$ cat src/rtl/key_scan_ctrl_pkg.sv
// rtl/key_scan_ctrl_pkg.sv - shared POKEY keyboard scan types and scan indices
package key_scan_ctrl_pkg;

  // Debounce FSM states
  typedef enum logic [1:0] {
    ST_IDLE    = 2'd0,
    ST_CHECK   = 2'd1,
    ST_HELD    = 2'd2,
    ST_RELEASE = 2'd3
  } scan_state_t;

  // Scan counter values at which the kr2 modifier line is meaningful
  localparam logic [5:0] SHIFT_IDX = 6'h10;
  localparam logic [5:0] CTRL_IDX  = 6'h20;
  localparam logic [5:0] BREAK_IDX = 6'h30;

endpackage

$ cat src/rtl/key_scan_ctrl_line_prescaler.sv
// rtl/key_scan_ctrl_line_prescaler.sv - o2 divider producing one tick per scan line
module line_prescaler #(
  parameter int DIV = 114
) (
  input  logic o2,
  input  logic rst,
  input  logic en,
  output logic tick
);

  localparam int CW = (DIV > 1) ? $clog2(DIV) : 1;
  localparam logic [CW-1:0] LAST = CW'(DIV - 1);

  logic [CW-1:0] count;

  // Tick is the cycle in which the count wraps from DIV-1 back to 0
  assign tick = en && (count == LAST);

  // Free-running 0..DIV-1 counter, parked at 0 while scanning is disabled
  always_ff @(posedge o2 or posedge rst) begin
    if (rst) begin
      count <= '0;
    end else if (!en) begin
      count <= '0;
    end else if (count == LAST) begin
      count <= '0;
    end else begin
      count <= count + CW'(1);
    end
  end

endmodule

$ cat src/rtl/key_scan_ctrl.sv
// rtl/key_scan_ctrl.sv - keyboard matrix scanner with debounce and modifier sampling
module key_scan_ctrl
  import key_scan_ctrl_pkg::*;
#(
  parameter int SCAN_DIV = 114
) (
  input  logic       o2,
  input  logic       rst,
  input  logic       scan_en,
  input  logic       kr1_L,
  input  logic       kr2_L,
  input  logic       irq_ack,
  output logic [5:0] key_scan_L,
  output logic [7:0] kbcode,
  output logic       key_down,
  output logic       shift_down,
  output logic       key_irq,
  output logic       break_irq
);

  logic        tick;
  logic [5:0]  counter;
  logic [5:0]  compare_latch;
  logic        ctrl_sample;
  logic        hit;
  logic        key_set;
  logic        brk_set;
  scan_state_t state;

  line_prescaler #(.DIV(SCAN_DIV)) u_prescaler (
    .o2   (o2),
    .rst  (rst),
    .en   (scan_en),
    .tick (tick)
  );

  assign key_scan_L = ~counter;
  assign hit        = (counter == compare_latch);
  assign key_set    = tick && (state == ST_CHECK) && hit && !kr1_L;
  assign brk_set    = tick && (counter == BREAK_IDX) && !kr2_L;

  // Scan line counter advances once per tick and wraps 63 -> 0
  always_ff @(posedge o2 or posedge rst) begin
    if (rst) begin
      counter <= '0;
    end else if (!scan_en) begin
      counter <= '0;
    end else if (tick) begin
      counter <= counter + 6'd1;
    end
  end

  // Debounce FSM: a key must be seen on two consecutive passes to be reported
  always_ff @(posedge o2 or posedge rst) begin
    if (rst) begin
      state         <= ST_IDLE;
      compare_latch <= '0;
      kbcode        <= '0;
      key_down      <= 1'b0;
    end else if (!scan_en) begin
      state    <= ST_IDLE;
      key_down <= 1'b0;
    end else if (tick) begin
      case (state)
        ST_IDLE: begin
          if (!kr1_L) begin
            compare_latch <= counter;
            state         <= ST_CHECK;
          end
        end
        ST_CHECK: begin
          if (hit) begin
            if (!kr1_L) begin
              kbcode   <= {ctrl_sample, shift_down, compare_latch};
              state    <= ST_HELD;
              key_down <= 1'b1;
            end else begin
              state <= ST_IDLE;
            end
          end
        end
        ST_HELD: begin
          if (hit && kr1_L) begin
            state <= ST_RELEASE;
          end
        end
        ST_RELEASE: begin
          if (hit) begin
            if (!kr1_L) begin
              state <= ST_HELD;
            end else begin
              state    <= ST_IDLE;
              key_down <= 1'b0;
            end
          end
        end
        default: begin
          state    <= ST_IDLE;
          key_down <= 1'b0;
        end
      endcase
    end
  end

  // Modifier samples taken when the scan reaches the shift and ctrl lines
  always_ff @(posedge o2 or posedge rst) begin
    if (rst) begin
      shift_down  <= 1'b0;
      ctrl_sample <= 1'b0;
    end else if (tick) begin
      if (counter == SHIFT_IDX) begin
        shift_down <= ~kr2_L;
      end
      if (counter == CTRL_IDX) begin
        ctrl_sample <= ~kr2_L;
      end
    end
  end

  // Sticky interrupt flags; a set event overrides a simultaneous acknowledge
  always_ff @(posedge o2 or posedge rst) begin
    if (rst) begin
      key_irq   <= 1'b0;
      break_irq <= 1'b0;
    end else if (scan_en) begin
      key_irq   <= key_set | (key_irq & ~irq_ack);
      break_irq <= brk_set | (break_irq & ~irq_ack);
    end
  end

endmodule

$ cat config.mk
export PLATFORM = sky130hd
export DESIGN_NAME = key_scan_ctrl
export DESIGN_NICKNAME = d
export VERILOG_FILES = /design/src/rtl/key_scan_ctrl_pkg.sv /design/src/rtl/key_scan_ctrl_line_prescaler.sv /design/src/rtl/key_scan_ctrl.sv
export SDC_FILE = /design/constraint.sdc
export NUM_CORES = 1
export LEC_CHECK = 0
export CORE_AREA = 4 4 66 68
export DETAILED_ROUTE_END_ITERATION = 10
export DIE_AREA = 0 0 70 72
export GPL_TIMING_DRIVEN = 1
export PLACE_DENSITY_LB_ADDON = 0.05
export SLEW_MARGIN = 25
export SYNTH_ARGS = -nofsm -noshare
export SYNTH_HDL_FRONTEND = slang
export SYNTH_HIERARCHICAL = 1
export SYNTH_SLANG_ARGS = --single-unit
$ cat constraint.sdc
create_clock -name o2 -period 3.5 [get_ports o2]
set_input_delay 0.525 -clock o2 [delete_from_list [all_inputs] [get_ports o2]]
set_output_delay 0.525 -clock o2 [all_outputs]
set_load 0.01 [all_outputs]
==> flow_summary_export.csv, run 1 <==
group,metric,value,unit
outcome,status,"completed",
routing,routed_wl,3.22,mm
sta,final_max_slew_violation_count,0,
cts,ctsResizeCount,0,
global_route,initial_antenna_violation_count,0,
global_route,global_route.usage.met3,3.74,%
cts,post_cts.repair.setup_buffers,0,
synthesis,syn_nets,155,
routing,per_cell_via_count_in_the_routed_design,4.99,
routing,route.detailed.drc,0,
min_path,min_delay_path_depth,2,
global_route,globalRouteTotalUtil,14.3,%
pwr,power.density_cell_area,357,mW/mm²
global_route,wire_length_of_the_first_global_routing_pass,5.64,mm
global_route,first_global_vias,1182,
placed_design,post-dp-hpwl,2.34,mm
synthesis,netlist_instances,145,
job,drv_cap,0,
sta,worst_clock_skew,8.72,ps
critical_path,setup.worst_path.start_class,"primary input",
cts,clock_tree_from_tritoncts,"built",
sta,fin_ws,930,ps
routing,first_iter_violations,70,
pwr,power.share.switching,21.5,%
sta,post-route-period-util,73.4,%
cts,clkTransAtPathRegs,70,ps
cells_and_area,finalInstanceArea,0.00201,mm²
critical_path,critPathCaptureType,"flip-flop",
min_path,hold_class,"flip-flop to flip-flop",
critical_path,startpoint,"scan_en",
cts,clock_insertion_delay_worst_skew,290,ps
die,die-width,70,µm
cts,htree_levels,2,
critical_path,critical_path.cell_chain,"clkdlybuf4s50_1 > inv_1 > nor3_1 > buf_4 > nor4bb_1 > and2_1 > mux2_2",
sta,fmaxAchievable,0.389,GHz
synthesis,avgSynthCellArea,11.3,µm²
pwr,design_power_total,719,µW
global_route,grt_use_met1,18.0,%
synthesis,synth.ff_latch_count,34,
synthesis,synth_sequential_area_ratio,51.8,%
die,design.core.area,0.00386,mm²
cells_and_area,antenna_cells,0,
cells_and_area,fin_nets,182,
cts,clock_sink_count,34,
die,die_h,72,µm
sta,tightestPinTransition,549,ps
cts,max-clock-path-buffers,2,
cts,cts_buffers,5,
synthesis,synth_edf_count,0,
die,core.rowCount,23,
routing,avgRoutedWirePerCell,14.4,µm
min_path,worst_hold_launch,"break_irq",
pwr,power_frac_clock,40.9,%
synthesis,synth_ff_type,"dfrtp_1",
routing,first_pass_iters,4,
sta,setup_tns,0,ps
placed_design,dp_worst_setup_slack,695,ps
critical_path,setup.worst_path.class,"primary input to flip-flop",
pwr,power.leakage,0.941,nW
sta,grt_setup_unrepaired,"false",
cells_and_area,area_growth_syn_to_layout,22.7,%
pwr,power.sequential.fraction,55.5,%
global_route,globalRouteMet2Util,23.4,%
pwr,pwr-share-comb,3.6,%
synthesis,postSynth.asyncResetShare,100,%
routing,total_number_of_vias,1113,
critical_path,worstReg2RegStart,"u_prescaler/count[1]",
synthesis,synthesis.area,0.00164,mm²
global_route,grt.busiest_layer,"met2",
global_route,grt_remaining_overflow,0,
cells_and_area,drive_above_1_share,17.9,%
sta,setup_viol_count_final,0,
placed_design,buffer_ports.inserted,23,
placed_design,gp_congestion,0.699,
critical_path,cp_data_arrival_time,2740,ps
critical_path,crit_path_max_incr_delay,490,ps
placed_design,placedInstanceArea,0.00192,mm²
routing,ant_nets,0,
cts,ctsRootBufferMaster,"clkbuf_8",
cts,cts.hold.buffers_added,0,
sta,relSlewSlack,63.4,%
pwr,irDropWorstVdd,0.179,mV
sta,final_period_minus_worst_setup_slack,2570,ps
sta,worst_hold_margin,483,ps
die,dieArea,0.00504,mm²
sta,report.final.hold_viol_count,0,
global_route,maximum_number_of_pins_on_one_net_before_global_route_repair,28,
critical_path,data_required_time_of_the_worst_path,3670,ps
die,initial_core_util,42.6,%
critical_path,standard_cell_with_the_maximum_stage_delay_on_the_critical_path,"clkdlybuf4s50_1",
critical_path,r2r.worst_path.cells,8,
synthesis,count_of_synthesis_stage_warnings_from_yosys,6,
die,floorplan.io_pins,24,
pwr,netSwitchingPower,155,µW
pwr,p_int,564,µW
critical_path,cp_max_fo,11,
synthesis,synth.distinct_cells,37,
power groups by stage:
stage | sequential, mW | combinational (mW) | clock [mW]
2_1_floorplan | 0.406 | 0.0140 | 0
3_3_place_gp | 0.406 | 0.0262 | 0
3_5_place_dp | 0.406 | 0.0267 | 0
4_1_cts | 0.399 | 0.0269 | 0.305
5_1_grt | 0.399 | 0.0300 | 0.327
6_report | 0.399 | 0.0260 | 0.294
per-layer routing:
metal	part of all wire, %	wire length, µm	up-vias
met4	2.0	65	0
met3	3.5	113	6
met5	0	0	-
li1	-	-	552
met2	47	1500	22
met1	48	1540	533
state kept, by name, indices dropped and copies added, names as in the netlist:
name and count:
compare_latch 6, key_irq 1, u_prescaler/count 7, kbcode 8
state 2, shift_down 1, break_irq 1, counter 6
key_down 1, ctrl_sample 1
cells in the final DEF (no fill, tap or decap), drive strengths merged:
| master | n |
|---|---|
| dfrtp | 34 |
| clkdlybuf4s50 | 23 |
| mux2 | 14 |
| inv | 12 |
| nand2 | 10 |
| xor2 | 9 |
| nor2 | 8 |
| clkbuf | 7 |
| and2 | 6 |
| xnor2 | 5 |
| a21oi | 4 |
| ha | 4 |
| nand4 | 4 |
| a31oi | 3 |
| nor4 | 3 |
| o21ai | 3 |
| or3 | 3 |
| o31a | 2 |
| nor3 | 2 |
| buf | 2 |
| nand3 | 2 |
| and4bb | 1 |
| or4 | 1 |
| o21bai | 1 |
| o311a | 1 |
| nor4bb | 1 |
| a21boi | 1 |
| o21a | 1 |
| mux2i | 1 |
| nor2b | 1 |
| nor4b | 1 |
| o31ai | 1 |
| clkinv | 1 |
| nand4bb | 1 |
cells in the mapped netlist, types with 3 or more instances:
cell type / count / share of area [%]
xnor2_1: 5 / 2.7
nand2_1: 10 / 2.3
dfrtp_1: 34 / 52
xor2_1: 9 / 4.8
a21oi_1: 4 / 1.2
clkbuf_1: 4 / 0.91
nand4_1: 3 / 1.1
and2_1: 6 / 2.3
mux2_2: 14 / 9.6
inv_1: 12 / 2.7
ha_1: 4 / 3.0
a31oi_1: 3 / 1.1
nor2_1: 8 / 1.8
worst max-delay path: cells and delay by family:
kind | cells | cell delay, ps
multiplexers | 1 | 380
buffers and inverters | 3 | 740
AND/OR/NAND/NOR | 3 | 1090
worst paths after layout:
check                                             to  slack (ps)
max in group asynchronous                  kbcode[0]        2500
worst max-delay path                compare_latch[0]         930
min in group asynchronous       u_prescaler/count[3]         520
worst min-delay path                       break_irq         480
worst min register to register             break_irq         480
worst max register to register      compare_latch[0]         990
logic make-up (layout without fill, tap and decap cells):
kind of cell	Yosys count	in the layout	share of synthesized area, %
xor+xnor	14	14	7.47
mux	15	15	10.2
simple gates	44	44	16.2
flops	34	34	51.8
buf+inv	17	45	4.34
fa+ha+maj	4	4	3.05
compound gates	17	17	6.86
area by class of cell:
type	count	area (µm²)
fillers	391	1840
flip-flops and latches	34	851
multi-input cells	94	719
repair buffers	25	245
clock buffers	7	86.3
well taps	50	62.6
inverters	12	45.0
clock inverters	1	5.00
stage by stage:
stage,utilization [%],std cells
3_5_place_dp,49.9,215
5_1_grt,52.2,223
6_report,52.2,223
4_1_cts,52.2,223
3_3_place_gp,49.9,215
2_1_floorplan,-,145
(Power assumes the default switching activity.)
==> run 2: changes to the inputs <==
==> constraint.sdc (replaced) <==
create_clock -name o2 -period 2.5 [get_ports o2]
set_input_delay 0.375 -clock o2 [delete_from_list [all_inputs] [get_ports o2]]
set_output_delay 0.375 -clock o2 [all_outputs]
set_load 0.01 [all_outputs]
==> run 2 against run 1 <==
Against the previous run: via count grew 0.45%; largest cell class unchanged; highest routed layer unchanged; critical endpoint is now key_down; core utilization grew 0.62 points; non-clock buffer count grew 5; sequential power grew 40%; register-to-register slack lost 790 ps; final area grew 1.2%; wire length shrank 3.3%.
==> flow_summary_export.csv, run 2 (same netlist as run 1, synthesis figures left out) <==
group,metric,value,unit
cells_and_area,register_area,851,µm²
routing,avgRoutedWirePerCell,13.7,µm
cells_and_area,fin_nets,187,
die,die-width,70,µm
cells_and_area,flip_flop_count_of_the_largest_register_after_layout,8,
critical_path,data_required_time_of_the_worst_path,2660,ps
global_route,initial_antenna_violation_count,0,
global_route,wire_length_of_the_first_global_routing_pass,5.58,mm
critical_path,standard_cell_with_the_maximum_stage_delay_on_the_critical_path,"or3_2",
critical_path,setup.worst_path.class,"flip-flop to flip-flop",
sta,setup_tns,0,ps
outcome,status,"completed",
cts,cts_buffers,5,
die,initial_core_util,42.6,%
critical_path,timing.reg2reg.setup_slack,200,ps
critical_path,cp_max_fo,10,
routing,per_cell_via_count_in_the_routed_design,4.93,
pwr,design_power_total,961,µW
cts,clkTransAtPathRegs,60,ps
cts,ctsRootBufferMaster,"clkbuf_8",
critical_path,cp_data_arrival_time,2460,ps
sta,worst_hold_margin,367,ps
die,floorplan.io_pins,24,
die,core.rowCount,23,
routing,route.detailed.drc,0,
global_route,maximum_number_of_pins_on_one_net_before_global_route_repair,28,
critical_path,critical_path.cell_chain,"inv_1 > ha_1 > nand4bb_1 > nor3_1 > buf_4 > nand2_1 > or3_2 > o21a_1 > o31a_1",
cells_and_area,mostFrequentLayoutCell,"dfrtp_1",
die,dieArea,0.00504,mm²
routing,first_iter_violations,103,
placed_design,post-dp-hpwl,2.37,mm
sta,setup_viol_count_final,0,
cells_and_area,fillerInstances,379,
cells_and_area,reg_top3,"kbcode x8, u_prescaler/count x7",
sta,relSlewSlack,66.2,%
cts,clock_sink_count,34,
routing,total_number_of_vias,1118,
pwr,power.density_cell_area,471,mW/mm²
sta,grt_setup_unrepaired,"false",
critical_path,r2r.worst_path.cells,9,
cells_and_area,drive_above_1_share,19.2,%
global_route,globalRouteTotalUtil,14.1,%
global_route,first_global_vias,1163,
critical_path,worst_path_dominant_cell_family,"simple AND/OR/NAND/NOR gates",
sta,post-route-period-util,92.1,%
sta,fin_ws,197,ps
global_route,grt_remaining_overflow,0,
die,design.core.area,0.00386,mm²
placed_design,buffer_ports.inserted,23,
cells_and_area,area_growth_syn_to_layout,24.2,%
placed_design,gp_congestion,0.741,
critical_path,regToRegEndpoint,"key_down",
cells_and_area,mostFrequentLayoutCells,"34 x dfrtp_1, 23 x clkdlybuf4s50_1, 14 x mux2_2",
routing,ant_nets,0,
placed_design,place.detailed.instances,220,
routing,first_pass_iters,4,
placed_design,dp_worst_setup_slack,-0.128,ps
critical_path,setup.worst_path.start_class,"flip-flop",
critical_path,worstReg2RegStart,"u_prescaler/count[1]",
pwr,irDropWorstVdd,0.335,mV
critical_path,crit_path_max_incr_delay,460,ps
sta,final_max_slew_violation_count,0,
cells_and_area,top_register,"kbcode",
die,die_h,72,µm
job,drv_cap,0,
cells_and_area,multi_input_comb_area,721,µm²
cells_and_area,finalNonFillerCells,227,
cts,clock_insertion_delay_worst_skew,270,ps
critical_path,critPathCaptureType,"flip-flop",
cts,htree_levels,2,
critical_path,crit_buf_inv,2,
cts,clock_tree_from_tritoncts,"built",
routing,routed_wl,3.11,mm
sta,final_period_minus_worst_setup_slack,2300,ps
min_path,hold_class,"primary input to asynchronous set/reset pin",
sta,fmaxAchievable,0.434,GHz
pwr,power.leakage,0.956,nW
critical_path,cp_num_cells,9,
cts,max-clock-path-buffers,2,
sta,tightestPinTransition,503,ps
sta,report.final.hold_viol_count,0,
cells_and_area,antenna_cells,0,
sta,worst_clock_skew,2.75,ps
[run 2: stage by stage]
step	utilization [%]	instance area (µm²)
after global routing	52.9	2040
final	52.9	2040
after global placement	50.8	1960
after detailed placement	50.8	1960
after floorplan	-	1640
after CTS	52.8	2040
[run 2: repair_timing]
action                     in CTS  in global routing
hold buffers                    0                  0
setup buffers                   0                  0
setup endpoints to repair       0                  5
gates resized for setup         0                  1
[run 2: worst max-delay path by stage]
stage,slack (ps),startpoint,end
final,200,u_prescaler/count[1],key_down
after global routing,60,u_prescaler/count[1],key_down
after CTS,170,u_prescaler/count[1],key_down
after detailed placement,-0.1,scan_en,key_down
after global placement,30,scan_en,compare_latch[3]
after floorplan,310,u_prescaler/count[1],key_down
[run 2: layout make-up]
class | instances | area share [%]
multi-input cells | 94 | 35.4
clock buffers | 7 | 3.74
repair buffers | 30 | 13.9
well taps | 50 | 3.07
inverters | 12 | 2.21
flip-flops and latches | 34 | 41.7
[run 2: power by group]
| group | switching, mW | internal (mW) | leakage (nW) | total (mW) |
|---|---|---|---|---|
| logic | 0.0229 | 0.0157 | 0.445 | 0.0387 |
| registers | 0.00440 | 0.554 | 0.473 | 0.559 |
| clock network | 0.172 | 0.191 | 0.0383 | 0.363 |
[run 2: per-layer routing]
| layer | track usage, % | part of all wire, % |
|---|---|---|
| met2 | 21.7 | 47 |
| met4 | 5.11 | 0.71 |
| met1 | 19.1 | 49 |
| met5 | 0 | 0 |
| met3 | 3.88 | 3.7 |
[run 2: worst reg2reg max path: stages, from the launching register on]
cell and delay (ps):
dfrtp_1 400, inv_1 70, ha_1 150, nand4bb_1 130, nor3_1 240, buf_4 230, nand2_1 50, or3_2 460
o21a_1 200, o31a_1 270
==> run 3: changes to the inputs <==
--- a/config.mk
+++ b/config.mk
@@ -5,11 +5,12 @@
 export SDC_FILE = /design/constraint.sdc
 export NUM_CORES = 1
 export LEC_CHECK = 0
-export CORE_AREA = 4 4 66 68
+export ABC_AREA = 1
+export CORE_AREA = 4 4 69 71
 export DETAILED_ROUTE_END_ITERATION = 10
-export DIE_AREA = 0 0 70 72
+export DIE_AREA = 0 0 73 75
 export GPL_TIMING_DRIVEN = 1
-export PLACE_DENSITY_LB_ADDON = 0.05
+export PLACE_DENSITY = 0.65
 export SLEW_MARGIN = 25
 export SYNTH_ARGS = -nofsm -noshare
 export SYNTH_HDL_FRONTEND = slang
==> run 3 against run 2 <==
Against the previous run: combinational power rose to 3.0 times the previous value; highest routed layer unchanged; clock skew rose by 1.6 ps; critical path depth rose by 3; area after synthesis rose by 9.7%; core utilization fell by 1.2 points; clock power rose by 15%; synthesized cell count rose by 55%; first-iteration DRC count fell by 20%; global-route usage rose by 1.9 points.
==> flow_summary_export.csv, run 3 <==
group,metric,value,unit
outcome,status,"completed",
min_path,hold_class,"primary input to asynchronous set/reset pin",
synthesis,count_of_synthesis_stage_warnings_from_yosys,6,
die,design.core.area,0.00423,mm²
cells_and_area,fillerInstances,414,
critical_path,standard_cell_with_the_maximum_stage_delay_on_the_critical_path,"dfrtp_1",
pwr,irDropWorstVdd,0.332,mV
cells_and_area,register_area,851,µm²
critical_path,data_required_time_of_the_worst_path,2670,ps
critical_path,cp_data_arrival_time,2100,ps
sta,fmaxAchievable,0.517,GHz
cells_and_area,area_growth_syn_to_layout,21.4,%
synthesis,synth_ff_type,"dfrtp_1",
sta,relSlewSlack,75.3,%
critical_path,r2r.worst_path.cells,12,
die,die-width,73,µm
routing,ant_nets,0,
sta,final_max_slew_violation_count,0,
sta,final_period_minus_worst_setup_slack,1930,ps
cts,cts.hold.buffers_added,0,
sta,setup_viol_count_final,0,
sta,setup_tns,0,ps
cells_and_area,mostFrequentLayoutCell,"nand2_1",
critical_path,setup.worst_path.class,"flip-flop to flip-flop",
cts,clkTransAtPathRegs,70,ps
synthesis,synthesis.area,0.00180,mm²
critical_path,critical_path.cell_chain,"inv_1 > ha_1 > nand2_1 > inv_1 > nand3_2 > nor2_1 > buf_4 > nand2_1 > nor3_1 > nand2_1 > o21ai_0 > a21oi_1",
cts,ctsResizeCount,0,
routing,first_iter_violations,82,
pwr,power.leakage,1.08,nW
cts,htree_levels,2,
cells_and_area,antenna_cells,0,
cts,clock_insertion_delay_worst_skew,280,ps
global_route,wire_length_of_the_first_global_routing_pass,6.69,mm
cells_and_area,mostFrequentLayoutCells,"65 x nand2_1, 34 x dfrtp_1, 26 x inv_1",
critical_path,crit_path_max_incr_delay,410,ps
cts,post_cts.repair.setup_buffers,0,
die,die_h,75,µm
routing,per_cell_via_count_in_the_routed_design,4.85,
job,drv_cap,0,
cells_and_area,fin_nets,264,
routing,total_number_of_vias,1490,
synthesis,syn_nets,235,
synthesis,synth.top_cell.area_share,47.3,%
synthesis,synth.distinct_cells,26,
cts,clock_sink_count,34,
routing,routed_wl,3.67,mm
pwr,power.density_cell_area,512,mW/mm²
synthesis,synth.ff_latch_count,34,
routing,first_pass_iters,4,
die,dieArea,0.00548,mm²
global_route,initial_antenna_violation_count,0,
global_route,globalRouteTotalUtil,16.0,%
die,initial_core_util,42.5,%
synthesis,synth.most_common_cell,"nand2_1",
routing,route.detailed.drc,0,
cells_and_area,flip_flop_count_of_the_largest_register_after_layout,8,
sta,grt_setup_unrepaired,"false",
synthesis,yosys.area.top_type,"dfrtp_1",
critical_path,worstReg2RegStart,"u_prescaler/count[1]",
placed_design,post-dp-hpwl,2.76,mm
cts,max-clock-path-buffers,2,
sta,worst_clock_skew,4.34,ps
critical_path,cp_max_fo,6,
cells_and_area,top_register,"kbcode",
die,core.rowCount,24,
cells_and_area,multi_input_comb_area,806,µm²
cts,clock_tree_from_tritoncts,"built",
sta,report.final.hold_viol_count,0,
critical_path,crit_top_cell,"nand2_1",
global_route,grt_remaining_overflow,0,
synthesis,postSynth.asyncResetShare,100,%
critical_path,critPathCaptureType,"flip-flop",
die,floorplan.io_pins,24,
global_route,first_global_vias,1430,
cts,cts_buffers,5,
cells_and_area,finish.utilization,51.6,%
critical_path,setup.worst_path.start_class,"flip-flop",
global_route,maximum_number_of_pins_on_one_net_before_global_route_repair,28,
synthesis,synth_area_leaders,"dfrtp_1 47%, nand2_1 14%, inv_1 5.4%",
synthesis,synth.cells.most_frequent,"65 x nand2_1, 34 x dfrtp_1, 26 x inv_1, 22 x nor2_1, 13 x o21ai_0",
synthesis,netlist_instances,225,
cells_and_area,drive_above_1_share,14.1,%
cells_and_area,reg_top3,"kbcode x8, u_prescaler/count x7",
placed_design,buffer_ports.inserted,23,
critical_path,timing.reg2reg.setup_slack,570,ps
synthesis,avgSynthCellArea,8.00,µm²
sta,tightestPinTransition,367,ps
sta,post-route-period-util,77.4,%
critical_path,regToRegEndpoint,"counter[5]",
cts,ctsRootBufferMaster,"clkbuf_8",
routing,avgRoutedWirePerCell,12.0,µm
synthesis,synth_sequential_area_ratio,47.3,%
placed_design,gp_congestion,0.881,
synthesis,synth_edf_count,0,
-- run 3: per-stage QoR --
stage	worst slack [ps]	power, mW	hold slack, ps	cells	instance area, µm²
5_1_grt	294	1.18	382	307	2190
3_3_place_gp	503	0.714	463	299	2090
4_1_cts	576	1.14	358	307	2190
2_1_floorplan	642	0.673	178	225	1800
3_5_place_dp	483	0.715	462	299	2090
6_report	566	1.12	350	307	2190
-- run 3: cell families (layout without fill, tap and decap cells) --
| group | count (synthesis) | in the layout | share of synthesized area [%] |
|---|---|---|---|
| simple gates | 117 | 117 | 29.8 |
| buf+inv | 36 | 66 | 7.99 |
| flops | 34 | 34 | 47.3 |
| compound gates | 31 | 31 | 10.7 |
| fa+ha+maj | 4 | 4 | 2.78 |
| xor+xnor | 3 | 3 | 1.46 |
-- run 3: area by class of cell --
| class | count | area share [%] |
|---|---|---|
| sequential | 34 | 38.9 |
| multi-input combinational | 155 | 36.9 |
| timing repair buffer | 26 | 11.6 |
| inverter | 32 | 5.50 |
| clock buffer | 7 | 3.95 |
| tap | 52 | 2.98 |
| clock inverter | 1 | 0.229 |
-- run 3: worst max-delay path by stage --
| stage | from | end | slack [ps] | cells after the start |
|---|---|---|---|---|
| finish | u_prescaler/count[1] | counter[5] | 570 | 12 |
| global route | u_prescaler/count[1] | counter[5] | 290 | 12 |
| CTS | u_prescaler/count[1] | counter[5] | 580 | 12 |
| detailed placement | scan_en | compare_latch[5] | 480 | 7 |
| global placement | scan_en | compare_latch[0] | 500 | 8 |
| floorplan | u_prescaler/count[1] | compare_latch[0] | 640 | 12 |
-- run 3: worst max-delay path: cells and delay by family (launching register included) --
kind	cells	cell delay (ps)
AND/OR/NAND/NOR	6	750
flip-flops	1	410
buffers and inverters	3	300
AO/OA/AOI/OAI	2	230
adder cells (fa/ha/maj)	1	130
-- run 3: layer usage --
metal	track usage, %	wire, µm	part of all wire, %
met5	0	0	0
met4	6.15	62	1.7
met3	4.54	156	4.2
met2	24.6	1620	44
met1	21.4	1840	50
-- run 3: power breakdown --
part / switching, mW / total, mW / leakage, nW / internal [mW]
registers: 0.0192 / 0.585 / 0.469 / 0.565
clock network: 0.196 / 0.418 / 0.0482 / 0.222
logic: 0.0708 / 0.118 / 0.560 / 0.0469
==> patch 1 (flow settings as in run 2) <==
Put one more register stage on the output `break_irq`, with the module's reset. The value now appears one clock later. The other outputs are not delayed to match.
--- a/src/rtl/key_scan_ctrl.sv
+++ b/src/rtl/key_scan_ctrl.sv
@@ -18,4 +18,6 @@
   output logic       break_irq
 );
+
+  logic break_irq_s0;
 
   logic        tick;
@@ -122,8 +124,16 @@
     if (rst) begin
       key_irq   <= 1'b0;
-      break_irq <= 1'b0;
+      break_irq_s0 <= 1'b0;
     end else if (scan_en) begin
       key_irq   <= key_set | (key_irq & ~irq_ack);
-      break_irq <= brk_set | (break_irq & ~irq_ack);
+      break_irq_s0 <= brk_set | (break_irq_s0 & ~irq_ack);
+    end
+  end
+
+  always_ff @(posedge o2 or posedge rst) begin
+    if (rst) begin
+      break_irq <= '0;
+    end else begin
+      break_irq <= break_irq_s0;
     end
   end
Formal check against the unedited RTL: no difference found for any inputs over 10 cycles, from zero or initial values and one cycle with rst high; that may be too few to reach the edited logic, so the function may still have changed.
==> patch 1 against run 2 <==
Routed wire length rose by 7.7%; critical path depth is the same; worst hold slack lost 0.025 ns; maximum frequency up 4.1%; sequential cell count grew 1; clock power is 9.6% higher; global-route usage up 0.17 points; cell area grew 2.0%; non-clock buffer count up 1; total power rose by 5.3%; setup slack better by 0.091 ns; synthesized area rose by 1.5%; highest routed layer unchanged.
==> patch 1: results (changes against run 2) <==
via/cell ratio=5.03 (+2.1%); peak supply drop=0.000283 V (-16%); global-route wire length before repair=5550 microns (-0.50%); DP HPWL=2470 microns (+4.4%); Netlist cell types=37 (unchanged); WHS=0.342 ns (-0.0253 ns); P_leak=0.978 nW (+2.2%); switching power=231 uW (+16%); Critical Path Fanout Max=10 (unchanged); top post-synthesis cells by area=dfrtp_1 (53%), mux2_2 (9.5%), xor2_1 (4.7%); nets=189 (+1.1%); share of cells above drive strength 1=20.0% (+0.79 points); pre-CTS WS=0.0813 ns (+0.0814 ns); yosys warns=6 (unchanged); most frequent cells after synthesis=dfrtp_1 (35), mux2_2 (14), inv_1 (12), nand2_1 (10), xor2_1 (9); Gate power share=3.8% (-0.2 points); share of total power in the clock network=39.4% (+1.6 points); Net Count, Synth=156 (+0.65%); vias in the first global route=1,127 (-3.1%); initial drt markers=62 (-40%); Synth Area in XOR/XNOR=7.36% (-0.11 points); pin count of the biggest net entering global routing=29 (+3.6%); DP Area=1990 sq um (+1.7%); Filler cells=358 (-5.5%); sequential share of the synthesized area=52.6% (+0.72 points); Worst R2R Setup Slack=0.29 ns (+0.09 ns); post-synthesis compound-gate area fraction=6.76% (-0.10 points); Worst Tran Pin Value=0.492 ns (-0.0113 ns); Clock Latency Late Sink=0.29 ns (+0.02 ns); wire per inst=14.6 microns (+6.3%); GPL Wtd Cong=0.749 (+1.1%); post-synthesis mux area share=10.1% (-0.15 points); port bufs=23 (unchanged); total track usage=14.2% (+0.17 points); outcome=complete, no violations
==> patch 1: cell types whose count changed after synthesis, sizes merged <==
cell	run 2	this run
dfrtp	34	35
==> patch 1: how the worst max path moves through the flow <==
| stage | start | end | slack, ns | depth (start not counted) |
|---|---|---|---|---|
| final | u_prescaler/count[1]$_DFF_PP0_ | key_down$_DFFE_PP0P_ | 0.29 | 9 |
| after global placement | scan_en | compare_latch[5]$_DFFE_PP0P_ | 0.08 | 7 |
| after detailed placement | scan_en | key_down$_DFFE_PP0P_ | 0.08 | 8 |
| after CTS | u_prescaler/count[1]$_DFF_PP0_ | compare_latch[3]$_DFFE_PP0P_ | 0.27 | 8 |
| after global routing | u_prescaler/count[1]$_DFF_PP0_ | compare_latch[2]$_DFFE_PP0P_ | 0.09 | 8 |
| after floorplan | u_prescaler/count[1]$_DFF_PP0_ | key_down$_DFFE_PP0P_ | 0.31 | 9 |
==> patch 1: metrics by stage <==
| step | util (%) | cells |
|---|---|---|
| after floorplan | - | 146 |
| after global placement | 51.7 | 222 |
| after detailed placement | 51.7 | 222 |
| after CTS | 53.9 | 230 |
| after global routing | 53.9 | 230 |
| final | 53.9 | 230 |
==> patch 1: final cells by class <==
type | count | share of cell area (%)
Sequential cell | 35 | 42.1
Clock inverter | 2 | 0.602
Tap cell | 50 | 3.01
Timing Repair Buffer | 31 | 14.0
Inverter | 12 | 2.17
Multi-Input combinational cell | 94 | 34.6
Clock buffer | 6 | 3.49
==> patch 1: routing by layer <==
metal  up-vias  global-route usage, %  wire length (microns)
met2        25                   20.9                   1550
li1        567                      -                      -
met5         -                      0                      0
met3         2                   6.09                    178
met4         0                   3.19                      6
met1       562                   19.7                   1610
==> patch 2 (config.mk and constraints of run 2) <==
Made on the original files. The parameter `SCAN_DIV` goes from 114 to 57.
--- a/src/rtl/key_scan_ctrl.sv
+++ b/src/rtl/key_scan_ctrl.sv
@@ -3,5 +3,5 @@
   import key_scan_ctrl_pkg::*;
 #(
-  parameter int SCAN_DIV = 114
+  parameter int SCAN_DIV = 57
 ) (
   input  logic       o2,
Formal check against the unedited RTL: no difference found for any inputs over 10 cycles, from zero or initial values and one cycle with rst high; that may be too few to reach the edited logic, so the function may still have changed.
==> patch 2 against run 2 <==
Sequential cell count is 1 lower; non-clock buffer count is 4 lower; setup slack better by 0.037 ns; routed wire length is 0.19% higher; synthesized area is 2.7% lower; cell area is 3.2% lower; sequential share of layout area is 0.11 points higher; critical path depth stayed put; total power is 0.32% lower; die area stayed put; maximum frequency is 1.6% higher.
==> patch 2: results (changes against run 2) <==
post-synthesis compound-gate area fraction=6.43% (-0.43 points); outcome=complete, no violations; R2R cell count=9 (unchanged); share of cells above drive strength 1=18.9% (-0.27 points); Synth Area in XOR/XNOR=7.68% (+0.21 points); Final ANT Viol Nets=0 (unchanged); Net Count, Synth=150 (-3.2%); initial antenna violation count=0 (unchanged); initial drt markers=40 (-61%); FF-to-FF End=key_down$_DFFE_PP0P_; CP startpoint=u_prescaler/count[0]$_DFF_PP0_; Arrival @ worst endpoint=2.43 ns (-0.03 ns); Largest Register=kbcode; port bufs=23 (unchanged); vias in the first global route=1,161 (-0.17%); root buf cell=clkbuf_8; total wire length=3110 microns (+0.19%); DRC errors left=0 (unchanged); Worst R2R Setup Slack=0.23 ns (+0.04 ns); hold crit path type=input pin to asynchronous set/reset pin; Syn Area/Cell=11.4 sq um (+0.73%); nets=178 (-4.8%); fmax=441 MHz (+1.6%); DP Area=1890 sq um (-3.8%); total track usage=13.8% (-0.26 points); top post-synthesis cells by area=dfrtp_1 (52%), mux2_2 (9.9%), xor2_1 (4.9%); P_leak=0.928 nW (-2.9%); most frequent cells after synthesis=dfrtp_1 (33), mux2_2 (14), inv_1 (12), nand2_1 (9), xor2_1 (9); Netlist cell types=36 (-2.7%); drt pass-1 iters=3 (-1); post-route insts no fill=219 (-3.5%); Gate power share=around 3.9%; placed cell count=211 (-4.1%); crit path to=key_down$_DFFE_PP0P_; post-synthesis mux area share=10.5% (+0.29 points); DP HPWL=2300 microns (-3.1%); pre-CTS WS=0.0770 ns (+0.0771 ns); critical path's slowest cell=or3_2; Top delay family on crit path=simple AND/OR/NAND/NOR gates; post-synthesis adder-cell area fraction=3.13% (+0.086 points); global-route wire length before repair=5440 microns (-2.6%); cell with the most instances after synthesis=dfrtp_1; via/cell ratio=5.03 (+2.1%); WHS=0.340 ns (-0.0271 ns); sequential share of the synthesized area=51.7% (-0.11 points); Clock Latency Late Sink=about 0.28 ns; Sw Ratio=22.1% (+1.4 points); Flop+latch power=543 uW (-3%); Int Power=745 uW (-2.1%); peak supply drop=0.000305 V (-9.2%); clk_skew=0.00313 ns (+0.000375 ns); MaxCap Viol Count=0 (unchanged); htree depth=2 (unchanged); pin count of the biggest net entering global routing=28 (unchanged); GPL Wtd Cong=0.779 (+5.2%); Slew headroom=62.5% (-3.7 points); Max stage delay on crit path=0.46 ns (about the same)
patch 2: cell types whose count changed in the layout (fill, tap and decap cells not counted), sizes merged:
cell and change:
nor3b +1, nand2 -1, clkinv +2, clkbuf -1
nor3 -1, nand4 +1, and2 +1, a21oi -1
buf -4, or3 -1, nand4bb -1, dfrtp -1
nor2 -1, o21ai -1
patch 2: area by class of cell:
cell class	count	area, sq um
fillers	367	1880
well taps	50	62.6
clock buffers	6	72.6
inverters	12	45.0
repair buffers	26	253
multi-input cells	90	704
clock inverters	2	10.0
flip-flops and latches	33	826
patch 2: layer usage:
metal  wire length (microns)  up-vias  part of all wire [%]  global-route usage, %
met3                     135        5                   4.3                   4.71
met1                    1400      544                    45                   16.7
met2                    1520       18                    49                   22.8
li1                        -      534                     -                      -
met4                      61        0                   2.0                   5.74
met5                       0        -                     0                      0
patch 2: repair_timing:
action / in CTS / in global routing
buffers inserted: 0 / 0
endpoints found under the setup margin: 0 / 1
resized for setup: 0 / 1
